==> config.mk <==
export PLATFORM = sky130hd
export DESIGN_NAME = sr_latch_driver
export DESIGN_NICKNAME = d
export VERILOG_FILES = /design/src/rtl/sr_drv_pkg.sv /design/src/rtl/sr_timer.sv /design/src/rtl/sr_latch_driver.sv
export SDC_FILE = /design/constraint.sdc
export NUM_CORES = 1
export LEC_CHECK = 0
export CORE_UTILIZATION = 50
export CTS_BUF_LIST = sky130_fd_sc_hd__clkbuf_8
export DETAILED_ROUTE_END_ITERATION = 12
export GPL_ROUTABILITY_DRIVEN = 0
export HOLD_SLACK_MARGIN = 0.15
export PLACE_DENSITY_LB_ADDON = 0.3
export REMOVE_ABC_BUFFERS = 1
export SYNTH_ARGS = -nofsm -noshare
export SYNTH_HDL_FRONTEND = slang
export SYNTH_SLANG_ARGS = --single-unit
==> constraint.sdc <==
create_clock -name clk -period 5.26 [get_ports clk]
set_input_delay 0.526 -clock clk [delete_from_list [all_inputs] [get_ports clk]]
set_output_delay 0.526 -clock clk [all_outputs]
set_load 0.005 [all_outputs]
==> src/rtl/sr_drv_pkg.sv <==
// Shared types and constants for the SR latch driver.
// Optional feature macro: SR_SKIP_REDUNDANT_EN.
package sr_drv_pkg;

  localparam int   CNT_W     = 8;
  localparam logic CMD_SET   = 1'b1;
  localparam logic CMD_RESET = 1'b0;

  typedef enum logic [1:0] {
    IDLE,
    GUARD,
    PULSE,
    VERIFY
  } state_t;

endpackage

==> src/rtl/sr_timer.sv <==
// Loadable down-counter shared by the GUARD, PULSE and VERIFY phases.
// Holds at zero instead of wrapping.
module sr_timer
  import sr_drv_pkg::*;
(
  input  logic             clk,
  input  logic             rst,
  input  logic             i_load,
  input  logic [CNT_W-1:0] i_val,
  output logic             o_zero
);

  logic [CNT_W-1:0] r_cnt;

  always_ff @(posedge clk) begin
    if (rst) begin
      r_cnt <= '0;
    end else if (i_load) begin
      r_cnt <= i_val;
    end else if (r_cnt != '0) begin
      r_cnt <= r_cnt - 1'b1;
    end
  end

  assign o_zero = (r_cnt == '0);

endmodule

==> src/rtl/sr_latch_driver.sv <==
// Drives S/R of a NOR latch with guard, pulse and verify phases.
// Macro SR_SKIP_REDUNDANT_EN: skip commands the latch already satisfies.
module sr_latch_driver
  import sr_drv_pkg::*;
#(
  parameter int PULSE_W = 2,
  parameter int GAP_W   = 1,
  parameter int TIMEOUT = 8
) (
  input  logic clk,
  input  logic rst,
  input  logic cmd_valid,
  input  logic cmd_set,
  output logic cmd_ready,
  output logic S,
  output logic R,
  input  logic Q,
  input  logic Qn,
  output logic done,
  output logic err,
  output logic value
);

  // Each phase lasts (load value + 1) cycles and ends on the zero flag.
  localparam logic [CNT_W-1:0] GAP_LD   = CNT_W'(GAP_W - 1);
  localparam logic [CNT_W-1:0] PULSE_LD = CNT_W'(PULSE_W - 1);
  localparam logic [CNT_W-1:0] TO_LD    = CNT_W'(TIMEOUT - 1);

  state_t           r_state;
  logic             r_target;
  logic             r_s;
  logic             r_r;
  logic             r_done;
  logic             r_err;
  logic             r_value;

  state_t           w_next;
  logic             w_target;
  logic             w_s;
  logic             w_r;
  logic             w_done;
  logic             w_err;
  logic             w_value;
  logic             w_load;
  logic [CNT_W-1:0] w_ld_val;
  logic             w_zero;
  logic             w_match;
  logic             w_skip;

  sr_timer u_timer (
    .clk    (clk),
    .rst    (rst),
    .i_load (w_load),
    .i_val  (w_ld_val),
    .o_zero (w_zero)
  );

  assign w_match = (Q == r_target) && (Qn == ~r_target);

`ifdef SR_SKIP_REDUNDANT_EN
  assign w_skip = (Q == cmd_set) && (Qn == ~cmd_set);
`else
  assign w_skip = 1'b0;
`endif

  always_comb begin
    w_next   = r_state;
    w_target = r_target;
    w_s      = 1'b0;
    w_r      = 1'b0;
    w_done   = 1'b0;
    w_err    = 1'b0;
    w_value  = r_value;
    w_load   = 1'b0;
    w_ld_val = '0;
    unique case (r_state)
      IDLE: begin
        if (cmd_valid) begin
          w_target = cmd_set;
          if (w_skip) begin
            w_done  = 1'b1;
            w_value = cmd_set;
          end else if (GAP_W == 0) begin
            w_next   = PULSE;
            w_load   = 1'b1;
            w_ld_val = PULSE_LD;
            w_s      = cmd_set;
            w_r      = ~cmd_set;
          end else begin
            w_next   = GUARD;
            w_load   = 1'b1;
            w_ld_val = GAP_LD;
          end
        end
      end
      GUARD: begin
        if (w_zero) begin
          w_next   = PULSE;
          w_load   = 1'b1;
          w_ld_val = PULSE_LD;
          w_s      = r_target;
          w_r      = ~r_target;
        end
      end
      PULSE: begin
        if (w_zero) begin
          w_next   = VERIFY;
          w_load   = 1'b1;
          w_ld_val = TO_LD;
        end else begin
          w_s = r_target;
          w_r = ~r_target;
        end
      end
      VERIFY: begin
        if (w_match) begin
          w_next  = IDLE;
          w_done  = 1'b1;
          w_value = r_target;
        end else if (w_zero) begin
          w_next = IDLE;
          w_done = 1'b1;
          w_err  = 1'b1;
        end
      end
    endcase
  end

  always_ff @(posedge clk) begin
    if (rst) begin
      r_state  <= IDLE;
      r_target <= 1'b0;
      r_s      <= 1'b0;
      r_r      <= 1'b0;
      r_done   <= 1'b0;
      r_err    <= 1'b0;
      r_value  <= 1'b0;
    end else begin
      r_state  <= w_next;
      r_target <= w_target;
      r_s      <= w_s;
      r_r      <= w_r;
      r_done   <= w_done;
      r_err    <= w_err;
      r_value  <= w_value;
    end
  end

  assign cmd_ready = (r_state == IDLE);
  assign S         = r_s;
  assign R         = r_r;
  assign done      = r_done;
  assign err       = r_err;
  assign value     = r_value;

endmodule

=== After elaboration in Yosys (flattened, before gate mapping) ===
Index checks and enable logic that the tools add are counted.

* Bits in registers: 16
* Input port bits: 6

* Mux-type cells: 21
* Add/sub/neg operators: 1
* Bitwise operators: 2
* Equality and inequality tests: 9
* Reductions and logical operators: 11

{| class="wikitable"
|+ Operators by type and width
! kind !! count
|-
| $mux 8 || 2
|-
| $mux 2 || 5
|-
| $logic_not 8->1 || 1
|-
| $mux 1 || 8
|-
| $pmux 2 s4 || 1
|-
| $reduce_bool 8->1 || 1
|-
| $sub 8x1->8 const B || 1
|-
| $pmux 1 s2 || 3
|-
| $pmux 3 s2 || 1
|-
| $eq 2x2->1 const B || 2
|-
| $ne 2x1->1 const B || 2
|-
| $reduce_and 2->1 || 2
|-
| $reduce_and 4->1 || 1
|-
| $reduce_or 2->1 || 2
|-
| $mux 3 || 1
|-
| $ne 3x2->1 const B || 1
|-
| $reduce_or 3->1 || 1
|-
| $eq 1x1->1 || 2
|-
| $eq 2x1->1 const B || 1
|-
| $logic_not 2->1 || 1
|-
| $ne 2x2->1 const B || 1
|-
| $not 1->1 || 2
|-
| $reduce_bool 2->1 || 1
|-
| $logic_and 1x1->1 || 1
|}

=== Depth between registers and ports, before layout ===
* Depth after elaboration: 5
* Gate-level depth with buffers: 7
* Gate-level depth less buffers: 6

=== Hierarchy ===
A second synthesis with hierarchy kept.

* Cells, all modules: 102
* Area total of the unflattened synthesis: 894.6 um^2

{| class="wikitable"
|+ Modules (own cells, without submodules)
! module !! times used !! cells each !! area each (um^2) !! seq. area each (um^2)
|-
| sr_timer || 1 || 53 || 475.5 || 160.2
|-
| sr_latch_driver || 1 || 49 || 419.2 || 160.2
|}

=== Worst setup path after synthesis ===
Ideal clock, no wire load.

* Path kind: flip-flop to flip-flop
* Start: register u_timer.r_cnt[1]
* End: register u_timer.r_cnt[2]
* Required time: 5,190 ps
* Path slack: 3,608 ps
* Setup time: 70 ps
* Data arrival time: 1,582 ps
* Period minus slack after synthesis: 1,652 ps
* Stages on the path, launching flop included: 8
* Buffers on the path: 1
* Cells stage by stage: dfxtp_1 -> inv_1 -> ha_1 -> nor4b_4 -> and2_1 -> buf_4 -> or3_1 -> a21oi_1

* Longest elaborated chain between the ends: 4
* Elaborated cells on any way between the ends: 10

{| class="wikitable"
|+ RTL lines
! element !! line !! source
|-
| from (decl) || sr_timer.sv:13 || <nowiki>logic [CNT_W-1:0] r_cnt;</nowiki>
|-
| from (signal assigned) || sr_timer.sv:19 || <nowiki>r_cnt <= i_val;</nowiki>
|-
| from (signal assigned) || sr_timer.sv:21 || <nowiki>r_cnt <= r_cnt - 1'b1;</nowiki>
|-
| parallel branches: the longest is 4 deep, another holds $sub 8x1->8 || -- ||
|}

Parallel ways; which one is timed is not known. The select of a mux whose other input is x is not followed.
A chain may end at the register's enable or synchronous reset.

=== Worst setup path in the final report ===
* Start: register r_state[0]
* End: output port cmd_ready

* Longest elaborated chain between the ends: 1

{| class="wikitable"
|+ RTL lines
! element !! line !! source
|-
| from (decl) || sr_latch_driver.sv:29 || <nowiki>state_t r_state;</nowiki>
|-
| from (signal assigned) || sr_latch_driver.sv:139 || <nowiki>r_state <= w_next;</nowiki>
|-
| $logic_not 2->1 || sr_latch_driver.sv:149 || <nowiki>assign cmd_ready = (r_state == IDLE);</nowiki>
|-
| to (decl) || sr_latch_driver.sv:14 || <nowiki>output logic cmd_ready,</nowiki>
|}

No other way between the ends.

==> results.md <==
- Outcome: completed
- Postcts setup bufs: 0
- Syn Inst Count: around 100
- CP bufs+invs: 2
- DRC: 0
- Syn_area_per_cell: between 8 and 9 sq um
- Static leakage: 0.000419 uW
- Slowest CP cell: clkdlybuf4s50_1
- I/O pins: 12
- VDD IR-drop max: approximately 0.00048 V
- R2r endpoint: r_state[0]
- Hold Buf Count CTS: 0
- CTS root buf: clkbuf_8
- Worst-margin pin slew: ~0.49 ns
- Drt first-iter violations: 12
- DR vias/cell: approximately 5.4
- Total GRT Usage: about a fifth
- Delay-heaviest family, CP: buffers and inverters
- Worst skew pair latency: approximately 0.25 ns
- Worst setup SP type: register
- Antenna Cells: 0
- Worst Hold Depth: 2
- Worst R2R Setup Slack: 3.34 ns
- Detailed placement HPWL: approximately 1.3 mm
- Max_cap viols: 0
- Routed len/inst: about 12 um
- Max clock buf depth: 2
- Die height: between 40 and 50 um
- CP startpoint: r_state[0]
- Largest net degree at the start of global routing: 11
- RSZ-0062 raised after global routing: no
- Die area: between 0.0015 and 0.002 sq mm
- Yosys warning total: 0
- Die Width: roughly 44 um
- Core ar.: ~0.0016 sq mm
- PortBufs: 11
- CTS tree: built
- Layout Cells excl Fill: approximately 140
- Worst path required time: between 4 and 5 ns
- Placed cells: 134
- Routed Antenna Nets: 0
- First-pass GRT wire length: around 2.9 mm
- Vias in the first global route: 686
- Setup CP Type: register to primary output
- H-tree depth: 1
- Final period util: around two fifths
- Relative slew slack: about two thirds
- Nets: around 130
- Crit path cell chain: inv_1 > ha_1 > clkdlybuf4s50_1
- Hold EP: u_timer.r_cnt[6]
- Syn Std Cell Area: 901 sq um
- Antenna violations before repair: 0
- Final Skew: ~0.005 ns
- Starting density of the core: between 50% and 60%
- Worst reg-to-reg path cell count: 6
- Seq cells post-synth: 16
- Worst Setup End Kind: primary output
- Post-CTS sizing: 0
- Worst path max stage delay: around 0.55 ns
- Seq/Total Area, Yosys: around 36%
- Tmin final: roughly 2.1 ns
- Synthesis-to-layout area growth: 20.4%
- Hold_sp: u_timer.r_cnt[6]
- Total gr overflow: 0
- Final count of negative-setup-slack endpoints: 0
- Pwr/cell area: 665 mW/mm^2
- Setup TNS: 0 ns
- Final Max Slew Viols: 0
- Final hold vios: 0
- Layout cell share with drive strength beyond 1: just under 8%
- Design Power: roughly 720 uW
- Worst r2r src: u_timer.r_cnt[1]
- Fmax: 481 MHz
- Number of buffers created by CTS: 3
- Drt total wl: between 1.5 and 2 mm
- DR vias: 741
- Clock Sinks: 16
- CP Data Arrival Time: ~1.6 ns
- # rows: 14
- Router iterations before antenna repair: 4
- HP Class: register to register
- Crit Path Max Fanout: 7
- Count of cell types in the netlist: 35
- Reg clk slew, reported paths: 0.06 ns
## kinds of logic after synthesis
logic type               count (synthesis)  share of synthesized area, %
AO/OA/AOI/OAI                           20                          16.7
XOR/XNOR                                 4                          3.89
adder cells (fa/ha/maj)                  6                          8.33
buffers and inverters                    8                          3.75
flip-flops                              16                          35.6
multiplexers                             3                          3.33
AND/OR/NAND/NOR                         44                          28.5
## per-stage QoR
stage                     hold slack, ns  utilization, %  setup slack, ns  instance area [sq um]
after floorplan                    0.490               -             3.61                    890
after global placement             0.512            64.6             3.32                   1030
after detailed placement           0.534            64.6             3.23                   1030
after CTS                          0.547            68.1             3.19                   1080
after global routing               0.585            68.1             3.10                   1080
final                              0.542            68.1             3.18                   1080
## cells in the mapped netlist (all sizes together)
master	n	area, sq um
nor3b	4	30.0
nand3	2	10.0
or2	1	6.26
o21ai	3	15.0
a21o	1	7.51
mux2i	3	30.0
or3	2	12.5
nor4b	1	23.8
a221oi	1	8.76
o31ai	1	7.51
a311oi	1	8.76
nor2	14	55.1
clkbuf	1	3.75
or3b	1	8.76
nand3b	1	7.51
ha	6	75.1
nor3	4	20.0
nand2b	5	31.3
buf	1	7.51
nor2b	1	6.26
dfxtp	16	320
xnor2	4	35.0
inv	6	22.5
or4	1	11.3
a211oi	2	15.0
a2111oi	2	36.3
a22oi	1	7.51
a2bb2oi	1	8.76
and2	1	6.26
nand2	5	18.8
a21oi	7	35.0
and3b	1	8.76
## tightest hold or removal path: cells and delay by family (launching register included)
family	cells	cell delay [ns]
muxes	1	0.12
and+or+nand+nor	1	0.05
DFF	1	0.33
## cells in the final DEF, fill, tap and decap left out, drive strengths merged, types with 2 or more instances in the layout
| master | netlist | routed |
|---|---|---|
| dfxtp | 16 | 16 |
| a21oi | 7 | 7 |
| ha | 6 | 6 |
| nor3 | 4 | 4 |
| nand3 | 2 | 2 |
| xnor2 | 4 | 4 |
| nand2 | 5 | 5 |
| nand2b | 5 | 5 |
| a2111oi | 2 | 2 |
| mux2i | 3 | 3 |
| o21ai | 3 | 3 |
| nor2 | 14 | 14 |
| or3 | 2 | 2 |
| inv | 6 | 6 |
| a211oi | 2 | 2 |
| nor3b | 4 | 4 |
| clkdlybuf4s50 | 0 | 11 |
| clkbuf | 1 | 4 |
## layout make-up
| type | instances | area, sq um |
|---|---|---|
| clock buffers | 4 | 55.1 |
| fillers | 136 | 509 |
| inverters | 6 | 22.5 |
| multi-input cells | 77 | 547 |
| flip-flops and latches | 16 | 320 |
| well taps | 24 | 30.0 |
| repair buffers | 11 | 110 |
## routing by layer
| metal | up-vias | track usage (%) | part of all wire [%] |
|---|---|---|---|
| li1 | 381 | - | - |
| met4 | 0 | 7.27 | 1.0 |
| met1 | 341 | 24.8 | 52 |
| met5 | - | 0 | 0 |
| met2 | 15 | 32.1 | 44 |
| met3 | 4 | 6.12 | 3.4 |
## where the power goes
part           switching (uW)  total (uW)  internal, uW
clock                    43.3         110          66.5
sequential               40.7         195           155
combinational             216         416           200
total                     300         721           421
## how the worst max path moves through the flow
stage	to	slack, ns	cells after the start
3_5_place_dp	r_state[1]	3.23	5
5_1_grt	cmd_ready	3.10	3
6_report	cmd_ready	3.18	3
2_1_floorplan	r_state[0]	3.61	6
3_3_place_gp	r_state[1]	3.32	5
4_1_cts	cmd_ready	3.19	3
## sequential cells by signal (all words and copies together), names as in the netlist
signal         flops
r_state            2
R                  1
u_timer.r_cnt      8
r_target           1
err                1
done               1
value              1
S                  1
No activity file was read; power rests on OpenSTA's default activity.
